--- src/rtl/me_search_sequencer_if.sv ---
// Control/address bundle between the search sequencer and the systolic ME datapath.
// Widths are derived from the block edge and the search-window edge.
interface me_search_sequencer_if #(
  parameter int BLK_N = 16,
  parameter int SW_W  = 31
);
  localparam int CAND_COLS = SW_W - BLK_N + 1;
  localparam int CW        = (CAND_COLS > 1) ? $clog2(CAND_COLS) : 1;
  localparam int RB_AW     = $clog2(BLK_N * BLK_N);
  localparam int SW_AW     = $clog2(SW_W * SW_W);

  // Handshake: a sweep is accepted on an edge with in_start & in_cu_ena high
  // while idle; an address set is presented while out_addr_vld is high and
  // is consumed by every edge with in_cu_ena high (low = stall, all holds).
  logic             in_cu_ena;
  logic             in_start;
  logic             out_busy;
  logic             out_done;
  logic             out_addr_vld;
  logic             out_pass_last;
  logic [CW-1:0]    out_cand_col;
  logic [RB_AW-1:0] out_rb_read_addr;
  logic [SW_AW-1:0] out_sw_read_addr1;
  logic [SW_AW-1:0] out_sw_read_addr2;
  logic [BLK_N-1:0] out_pe_ena;
  logic [BLK_N-1:0] out_sw_mux;
  logic [1:0]       dbg_state;

  modport master (
    output in_cu_ena, in_start,
    input  out_busy, out_done, out_addr_vld, out_pass_last, out_cand_col,
           out_rb_read_addr, out_sw_read_addr1, out_sw_read_addr2,
           out_pe_ena, out_sw_mux, dbg_state
  );

  modport slave (
    input  in_cu_ena, in_start,
    output out_busy, out_done, out_addr_vld, out_pass_last, out_cand_col,
           out_rb_read_addr, out_sw_read_addr1, out_sw_read_addr2,
           out_pe_ena, out_sw_mux, dbg_state
  );
endinterface

--- src/rtl/me_search_sequencer.sv ---
// Full-search ME control unit: sweeps j (inner), i, then candidate column c,
// with incrementally built addresses, then drains the PE pipeline. BLK_N >= 2.
module me_search_sequencer #(
  parameter int BLK_N = 16,
  parameter int SW_W  = 31
) (
  input logic                   in_clk,
  input logic                   in_rst,
  me_search_sequencer_if.slave  bus
);
  localparam int CAND_COLS = SW_W - BLK_N + 1;
  localparam int CW        = (CAND_COLS > 1) ? $clog2(CAND_COLS) : 1;
  localparam int JW        = (BLK_N > 1) ? $clog2(BLK_N) : 1;
  localparam int RB_AW     = $clog2(BLK_N * BLK_N);
  localparam int SW_AW     = $clog2(SW_W * SW_W);

  localparam logic [JW-1:0]    J_MAX   = JW'(BLK_N - 1);
  localparam logic [JW-1:0]    D_LAST  = JW'(BLK_N - 2);
  localparam logic [CW-1:0]    C_MAX   = CW'(CAND_COLS - 1);
  localparam logic [RB_AW-1:0] RB_STEP = RB_AW'(BLK_N);
  localparam logic [SW_AW-1:0] SW_STEP = SW_AW'(SW_W);
  localparam logic [SW_AW-1:0] SW2_OFS = SW_AW'(BLK_N * SW_W);

  typedef enum logic [1:0] {IDLE = 2'd0, RUN = 2'd1, DRAIN = 2'd2} state_e;

  state_e           state_q, state_d;
  logic [JW-1:0]    j_q, j_d, i_q, i_d, drain_q, drain_d;
  logic [CW-1:0]    c_q, c_d;
  logic [SW_AW-1:0] ci_q, ci_d, sw1_q, sw1_d, sw2_q, sw2_d;
  logic [RB_AW-1:0] rb_q, rb_d;
  logic [BLK_N-1:0] pe_q, pe_d, mux_q, mux_d;
  logic             vld_q, vld_d, last_q, last_d, done_q, done_d;
  logic             sw2_ok;

  always_comb begin
    state_d = state_q;
    j_d     = j_q;
    i_d     = i_q;
    c_d     = c_q;
    ci_d    = ci_q;
    drain_d = drain_q;
    rb_d    = rb_q;
    sw1_d   = sw1_q;
    sw2_d   = sw2_q;
    pe_d    = pe_q;
    mux_d   = mux_q;
    vld_d   = vld_q;
    last_d  = last_q;
    done_d  = done_q;
    sw2_ok  = 1'b0;
    if (bus.in_cu_ena) begin
      done_d = 1'b0;
      unique case (state_q)
        IDLE: begin
          if (bus.in_start) begin
            state_d = RUN;
            j_d     = '0;
            i_d     = '0;
            c_d     = '0;
            ci_d    = '0;
            rb_d    = '0;
            sw1_d   = '0;
            pe_d    = BLK_N'(1);
            mux_d   = BLK_N'(1);
            vld_d   = 1'b1;
          end
        end
        RUN: begin
          pe_d = (pe_q << 1) | BLK_N'(1);
          if (j_q != J_MAX) begin
            j_d   = j_q + JW'(1);
            rb_d  = rb_q + RB_STEP;
            sw1_d = sw1_q + SW_STEP;
            mux_d = (mux_q << 1) | BLK_N'(1);
          end else if (i_q != J_MAX) begin
            j_d   = '0;
            i_d   = i_q + JW'(1);
            ci_d  = ci_q + SW_AW'(1);
            rb_d  = RB_AW'(i_d);
            sw1_d = ci_d;
            mux_d = BLK_N'(1);
          end else if (c_q != C_MAX) begin
            j_d   = '0;
            i_d   = '0;
            c_d   = c_q + CW'(1);
            ci_d  = SW_AW'(c_d);
            rb_d  = '0;
            sw1_d = ci_d;
            mux_d = BLK_N'(1);
          end else begin
            // Addresses and candidate column hold through the drain.
            state_d = DRAIN;
            drain_d = '0;
            vld_d   = 1'b0;
            mux_d   = '0;
          end
        end
        DRAIN: begin
          pe_d = (pe_q << 1) | BLK_N'(1);
          if (drain_q == D_LAST) begin
            state_d = IDLE;
            done_d  = 1'b1;
            j_d     = '0;
            i_d     = '0;
            c_d     = '0;
            ci_d    = '0;
            drain_d = '0;
            rb_d    = '0;
            sw1_d   = '0;
            sw2_d   = '0;
            pe_d    = '0;
            mux_d   = '0;
          end else begin
            drain_d = drain_q + JW'(1);
          end
        end
        default: state_d = IDLE;
      endcase
      // Port 2 reads the row BLK_N below unless that row falls off the window.
      if (state_d == RUN) begin
        sw2_ok = (32'(j_d) + 32'(BLK_N)) <= 32'(SW_W - 1);
        sw2_d  = sw2_ok ? sw1_d + SW2_OFS : sw1_d;
        last_d = (i_d == J_MAX) && (j_d == J_MAX);
      end else begin
        last_d = 1'b0;
      end
    end
  end

  always_ff @(posedge in_clk) begin
    if (in_rst) begin
      state_q <= IDLE;
      j_q     <= '0;
      i_q     <= '0;
      c_q     <= '0;
      ci_q    <= '0;
      drain_q <= '0;
      rb_q    <= '0;
      sw1_q   <= '0;
      sw2_q   <= '0;
      pe_q    <= '0;
      mux_q   <= '0;
      vld_q   <= 1'b0;
      last_q  <= 1'b0;
      done_q  <= 1'b0;
    end else begin
      state_q <= state_d;
      j_q     <= j_d;
      i_q     <= i_d;
      c_q     <= c_d;
      ci_q    <= ci_d;
      drain_q <= drain_d;
      rb_q    <= rb_d;
      sw1_q   <= sw1_d;
      sw2_q   <= sw2_d;
      pe_q    <= pe_d;
      mux_q   <= mux_d;
      vld_q   <= vld_d;
      last_q  <= last_d;
      done_q  <= done_d;
    end
  end

  assign bus.out_busy          = (state_q != IDLE);
  assign bus.out_done          = done_q;
  assign bus.out_addr_vld      = vld_q;
  assign bus.out_pass_last     = last_q;
  assign bus.out_cand_col      = c_q;
  assign bus.out_rb_read_addr  = rb_q;
  assign bus.out_sw_read_addr1 = sw1_q;
  assign bus.out_sw_read_addr2 = sw2_q;
  assign bus.out_pe_ena        = pe_q;
  assign bus.out_sw_mux        = mux_q;
  assign bus.dbg_state         = state_q;
endmodule

--- src/flat_wrapper.sv ---
// flat-port wrapper written by rule: the top's interface ports become plain ports
module me_search_sequencer_flat 
#(
  parameter int BLK_N = 16,
  parameter int SW_W  = 31
)
  (in_clk, in_rst, bus_in_cu_ena, bus_in_start, bus_out_busy, bus_out_done, bus_out_addr_vld, bus_out_pass_last, bus_out_cand_col, bus_out_rb_read_addr, bus_out_sw_read_addr1, bus_out_sw_read_addr2, bus_out_pe_ena, bus_out_sw_mux, bus_dbg_state);
  me_search_sequencer_if #(.BLK_N(BLK_N), .SW_W(SW_W)) bus_i ();
  input logic in_clk;
  input logic in_rst;
  input wire logic [$bits(bus_i.in_cu_ena)-1:0] bus_in_cu_ena;
  input wire logic [$bits(bus_i.in_start)-1:0] bus_in_start;
  output wire logic [$bits(bus_i.out_busy)-1:0] bus_out_busy;
  output wire logic [$bits(bus_i.out_done)-1:0] bus_out_done;
  output wire logic [$bits(bus_i.out_addr_vld)-1:0] bus_out_addr_vld;
  output wire logic [$bits(bus_i.out_pass_last)-1:0] bus_out_pass_last;
  output wire logic [$bits(bus_i.out_cand_col)-1:0] bus_out_cand_col;
  output wire logic [$bits(bus_i.out_rb_read_addr)-1:0] bus_out_rb_read_addr;
  output wire logic [$bits(bus_i.out_sw_read_addr1)-1:0] bus_out_sw_read_addr1;
  output wire logic [$bits(bus_i.out_sw_read_addr2)-1:0] bus_out_sw_read_addr2;
  output wire logic [$bits(bus_i.out_pe_ena)-1:0] bus_out_pe_ena;
  output wire logic [$bits(bus_i.out_sw_mux)-1:0] bus_out_sw_mux;
  output wire logic [$bits(bus_i.dbg_state)-1:0] bus_dbg_state;
  assign bus_i.in_cu_ena = bus_in_cu_ena;
  assign bus_i.in_start = bus_in_start;
  assign bus_out_busy = bus_i.out_busy;
  assign bus_out_done = bus_i.out_done;
  assign bus_out_addr_vld = bus_i.out_addr_vld;
  assign bus_out_pass_last = bus_i.out_pass_last;
  assign bus_out_cand_col = bus_i.out_cand_col;
  assign bus_out_rb_read_addr = bus_i.out_rb_read_addr;
  assign bus_out_sw_read_addr1 = bus_i.out_sw_read_addr1;
  assign bus_out_sw_read_addr2 = bus_i.out_sw_read_addr2;
  assign bus_out_pe_ena = bus_i.out_pe_ena;
  assign bus_out_sw_mux = bus_i.out_sw_mux;
  assign bus_dbg_state = bus_i.dbg_state;
  me_search_sequencer #(.BLK_N(BLK_N), .SW_W(SW_W)) u_core (.in_clk(in_clk), .in_rst(in_rst), .bus(bus_i));
endmodule
--- config.mk ---
export PLATFORM = sky130hd
export DESIGN_NAME = me_search_sequencer_flat
export DESIGN_NICKNAME = d
export VERILOG_FILES = /design/src/rtl/me_search_sequencer_if.sv /design/src/rtl/me_search_sequencer.sv /design/src/flat_wrapper.sv
export SDC_FILE = /design/constraint.sdc
export NUM_CORES = 1
export LEC_CHECK = 0
export BUFFER_PORTS_ARGS = -buffer_cell sky130_fd_sc_hd__buf_2
export CAP_MARGIN = 20
export CORE_ASPECT_RATIO = 1.1
export CORE_MARGIN = 5
export CORE_UTILIZATION = 60
export CTS_CLUSTER_DIAMETER = 200
export DETAILED_ROUTE_END_ITERATION = 10
export PLACE_DENSITY_LB_ADDON = 0.2
export SLEW_MARGIN = 15
export SYNTH_ARGS = -nofsm -noshare
export SYNTH_HDL_FRONTEND = slang
export SYNTH_SLANG_ARGS = --single-unit
--- constraint.sdc ---
create_clock -name in_clk -period 6.3 [get_ports in_clk]
set_input_delay 1.575 -clock in_clk [delete_from_list [all_inputs] [get_ports in_clk]]
set_output_delay 1.575 -clock in_clk [all_outputs]
set_load 0.005 [all_outputs]
==> results.txt <==
outcome -> complete, no violations
register area share after synthesis -> 0.396
Mapped Avg Cell Area -> 7.91 µm²
Max Fclk -> 240 MHz
routed len/inst -> 15.7 µm
DRC Markers -> 0
ys async rst share -> 0
Layout Area Growth over Synthesis -> 12.6%
Setup CP Type -> input pin to register
layout cells sized above 1 -> 0.151
Vias/cell -> 6.13
Starting Density -> 0.616
XOR/XNOR Fraction of Synth Area -> 0.0323
WP depth -> 7
CP endpoint kind -> register
count of input and output buffers -> 73
CP Data Arrival Time -> 4.41 ns
DP Worst Slack -> 1.87 ns
CTS Hold Buffers Added -> 0
Worst-Skew Late Latency -> 0.37 ns
Num CTS Buffers -> 9
GRT Overall Usage -> 0.252
RSZ-0062 raised after global routing -> false
Reg2Reg Launch Point -> u_core.bus.dbg_state[0]$_SDFFE_PP0P_
routability cong. -> 0.912
Synth Area in Simple Gates -> 0.241
syn_nets -> 599
mapped cell area -> 4600 µm²
Worst Reg-to-Reg Cells -> 9
num rows -> 33
# clock sinks -> 91
Reg2Reg Setup Slack -> 2.82 ns
leakage power -> 2.05 nW
Die W -> 93.5 µm
type of origin of the critical path -> input pin
Adder-Cell Fraction of Synth Area -> 0.0353
Die Height -> 102 µm
Top Ports -> 74
EDFF count, synth -> 0
# H-tree levels -> 3
Mapped Cells -> 582
worst-path cell chain -> buf_2 -> and2_1 -> nand3_1 -> a21oi_1 -> o21ai_0 -> a22oi_1 -> nor2_1
worst setup path startpoint -> bus_in_cu_ena
detailed placer's ending HPWL -> 8.13 mm
Post-Route WL -> 11.6 mm
CP max stage delay -> 0.96 ns
Synth Warn # -> 0
TritonCTS clock tree -> yes
mux contribution to synthesized area -> 0.0109
Setup Skew -> 0.0106 ns
flops & latches, synth -> 91
ys flop type -> dfxtp_1
Die ar. -> 9530 µm²
Nets -> 648
crit path max-delay cell type -> a21oi_1
Clock Root Buffer -> clkbuf_8
Worst Max-Slew Pin Slew -> 0.955 ns
clock transition at the registers of the reported paths -> 0.09 ns
Worst Hold Class -> register to register
core area -> 7470 µm²
Post-CTS Resized -> 0
Clock Tree Buf Depth -> 2
final hold vios -> 0
Max-Cap Viols -> 0
max_slew headroom -> 0.359
Pwr per Cell Area -> 230 nW/µm²
Final TNS setup -> 0 ns
DR iter-0 viols -> 431
Reg-to-Reg End -> u_core.bus.out_sw_read_addr2[5]$_SDFFE_PP0P_
WP buf/inv -> 1
largest family of logic cells by synthesized area -> simple AND/OR/NAND/NOR gates
ant diodes -> 0
DRT antenna net count -> 0
pin count of the biggest net entering global routing -> 49
Setup Buffers After CTS -> 0
compound-gate portion of the synthesized area -> 0.238
Via Count -> 4,543
share of the synthesized area in the top cell type -> 0.396
minimum clock period -> 4.16 ns
CP required -> 6.55 ns
worst-path fanout max -> 38
Top Family by Delay on Critical Path -> compound AO/OA/AOI/OAI gates
Overflow after GRT -> 0
Max Slew Vio Count -> 0
Setup crit end -> u_core.ci_q[8]$_SDFFE_PP0P_
setup slack after layout -> 2.14 ns
VDD IR max -> 0.000194 V
Final setup viols -> 0
DRT Pass-1 Iters -> 5
number of global-route vias before repair -> 4,212
first-pass GRT wire length -> 19.6 mm
synth top area cells -> dfxtp_1 40%, nor2_1 7.5%, a22oi_1 5.5%
antenna violations before repair -> 0
period utilization -> 0.661
most area-hungry cell type in the Yosys netlist -> dfxtp_1
Cell variety after synth -> 56
## Yosys cell counts, drive strengths merged, types with 8 or more instances
cell / instances
a211oi: 12
a21oi: 50
a22oi: 34
a31oi: 10
and3: 8
clkbuf: 30
dfxtp: 91
ha: 13
inv: 14
nand2: 48
nand3: 27
nor2: 92
nor3: 20
o21ai: 26
xnor2: 10
## per-stage QoR
| step | utilization | hold slack, ns | instances | cell area [µm²] | power (W) |
|---|---|---|---|---|---|
| floorplan | - | 0.449 | 582 | 4600 | 0.000719 |
| global placement | 0.663 | 0.432 | 725 | 4960 | 0.000753 |
| CTS | 0.693 | 0.464 | 741 | 5180 | 0.00120 |
| detailed placement | 0.663 | 0.443 | 725 | 4960 | 0.000757 |
| global route | 0.693 | 0.492 | 741 | 5180 | 0.00124 |
| finish | 0.693 | 0.460 | 741 | 5180 | 0.00119 |
## cells in the final DEF (no fill, tap or decap), types with 3 or more instances in the layout
master	count
nand2b_1	5
xnor2_1	10
a22oi_1	34
nand3b_1	3
mux2i_1	5
a22o_1	5
dfxtp_1	91
o21ai_0	24
nor2_1	92
a31oi_1	10
and2_1	3
nor3_1	19
ha_1	13
nand2_1	48
buf_2	73
a211oi_1	12
or4_1	4
nand4_1	6
clkbuf_8	9
a21oi_1	50
or3_1	5
o31ai_1	6
and3_1	7
a32oi_1	3
o211ai_1	5
nand3_1	27
xor2_1	7
nand4b_1	3
inv_1	13
## flip-flops by register name, indices dropped and copies added (netlist names), 2 cells and up
register	cells
u_core.bus.out_pe_ena	16
u_core.bus.out_sw_mux	16
u_core.bus.out_sw_read_addr1	10
u_core.bus.out_sw_read_addr2	10
u_core.ci_q	10
u_core.bus.out_rb_read_addr	8
u_core.bus.out_cand_col	4
u_core.drain_q	4
u_core.i_q	4
u_core.j_q	4
u_core.bus.dbg_state	2
## cell type report
type / instances / area [µm²]
multi-input combinational: 439 / 2570
fill: 638 / 2290
sequential: 91 / 1820
timing repair buffer: 75 / 380
tap: 105 / 131
clock buffer: 10 / 128
clock inverter: 6 / 96.3
inverter: 15 / 56.3
## layer usage
metal  global-route usage  vias to the layer above  routed length (µm)
li1                     -                     2206                   -
met1                0.316                     2129                4990
met2                0.414                      173                5480
met3               0.0538                       35                 814
met4                0.118                        0                 323
met5                    0                        -                   0
## cell families (layout without fill, tap and decap cells)
kind of cell | Yosys count | after routing
xor+xnor | 17 | 17
fa+ha+maj | 13 | 13
flops | 91 | 91
compound gates | 168 | 168
mux | 5 | 5
simple gates | 236 | 236
buf+inv | 52 | 106
## worst min path at each step
stage                                                     start                                           to  cells after the start
floorplan           u_core.bus.out_rb_read_addr[1]$_SDFFE_PP0P_  u_core.bus.out_rb_read_addr[1]$_SDFFE_PP0P_                      2
global placement    u_core.bus.out_rb_read_addr[3]$_SDFFE_PP0P_  u_core.bus.out_rb_read_addr[3]$_SDFFE_PP0P_                      2
detailed placement  u_core.bus.out_rb_read_addr[1]$_SDFFE_PP0P_  u_core.bus.out_rb_read_addr[1]$_SDFFE_PP0P_                      2
CTS                 u_core.bus.out_rb_read_addr[1]$_SDFFE_PP0P_  u_core.bus.out_rb_read_addr[1]$_SDFFE_PP0P_                      2
global route        u_core.bus.out_rb_read_addr[0]$_SDFFE_PP0P_  u_core.bus.out_rb_read_addr[0]$_SDFFE_PP0P_                      2
finish              u_core.bus.out_rb_read_addr[1]$_SDFFE_PP0P_  u_core.bus.out_rb_read_addr[1]$_SDFFE_PP0P_                      2
## worst min-delay path, cell delays in order, from the launching register on
cell and delay [ns]:
dfxtp_1 0.33, nand2_1 0.04, o21ai_0 0.05
## where the power goes
| part | switching [W] | leakage [nW] | total [W] | internal, W |
|---|---|---|---|---|
| clock | 0.000220 | 0.109 | 0.000448 | 0.000228 |
| sequential | 0.0000167 | 0.737 | 0.000606 | 0.000590 |
| combinational | 0.0000889 | 1.20 | 0.000140 | 0.0000509 |
| total | 0.000325 | 2.05 | 0.00119 | 0.000869 |
No activity file was read; power rests on OpenSTA's default activity.
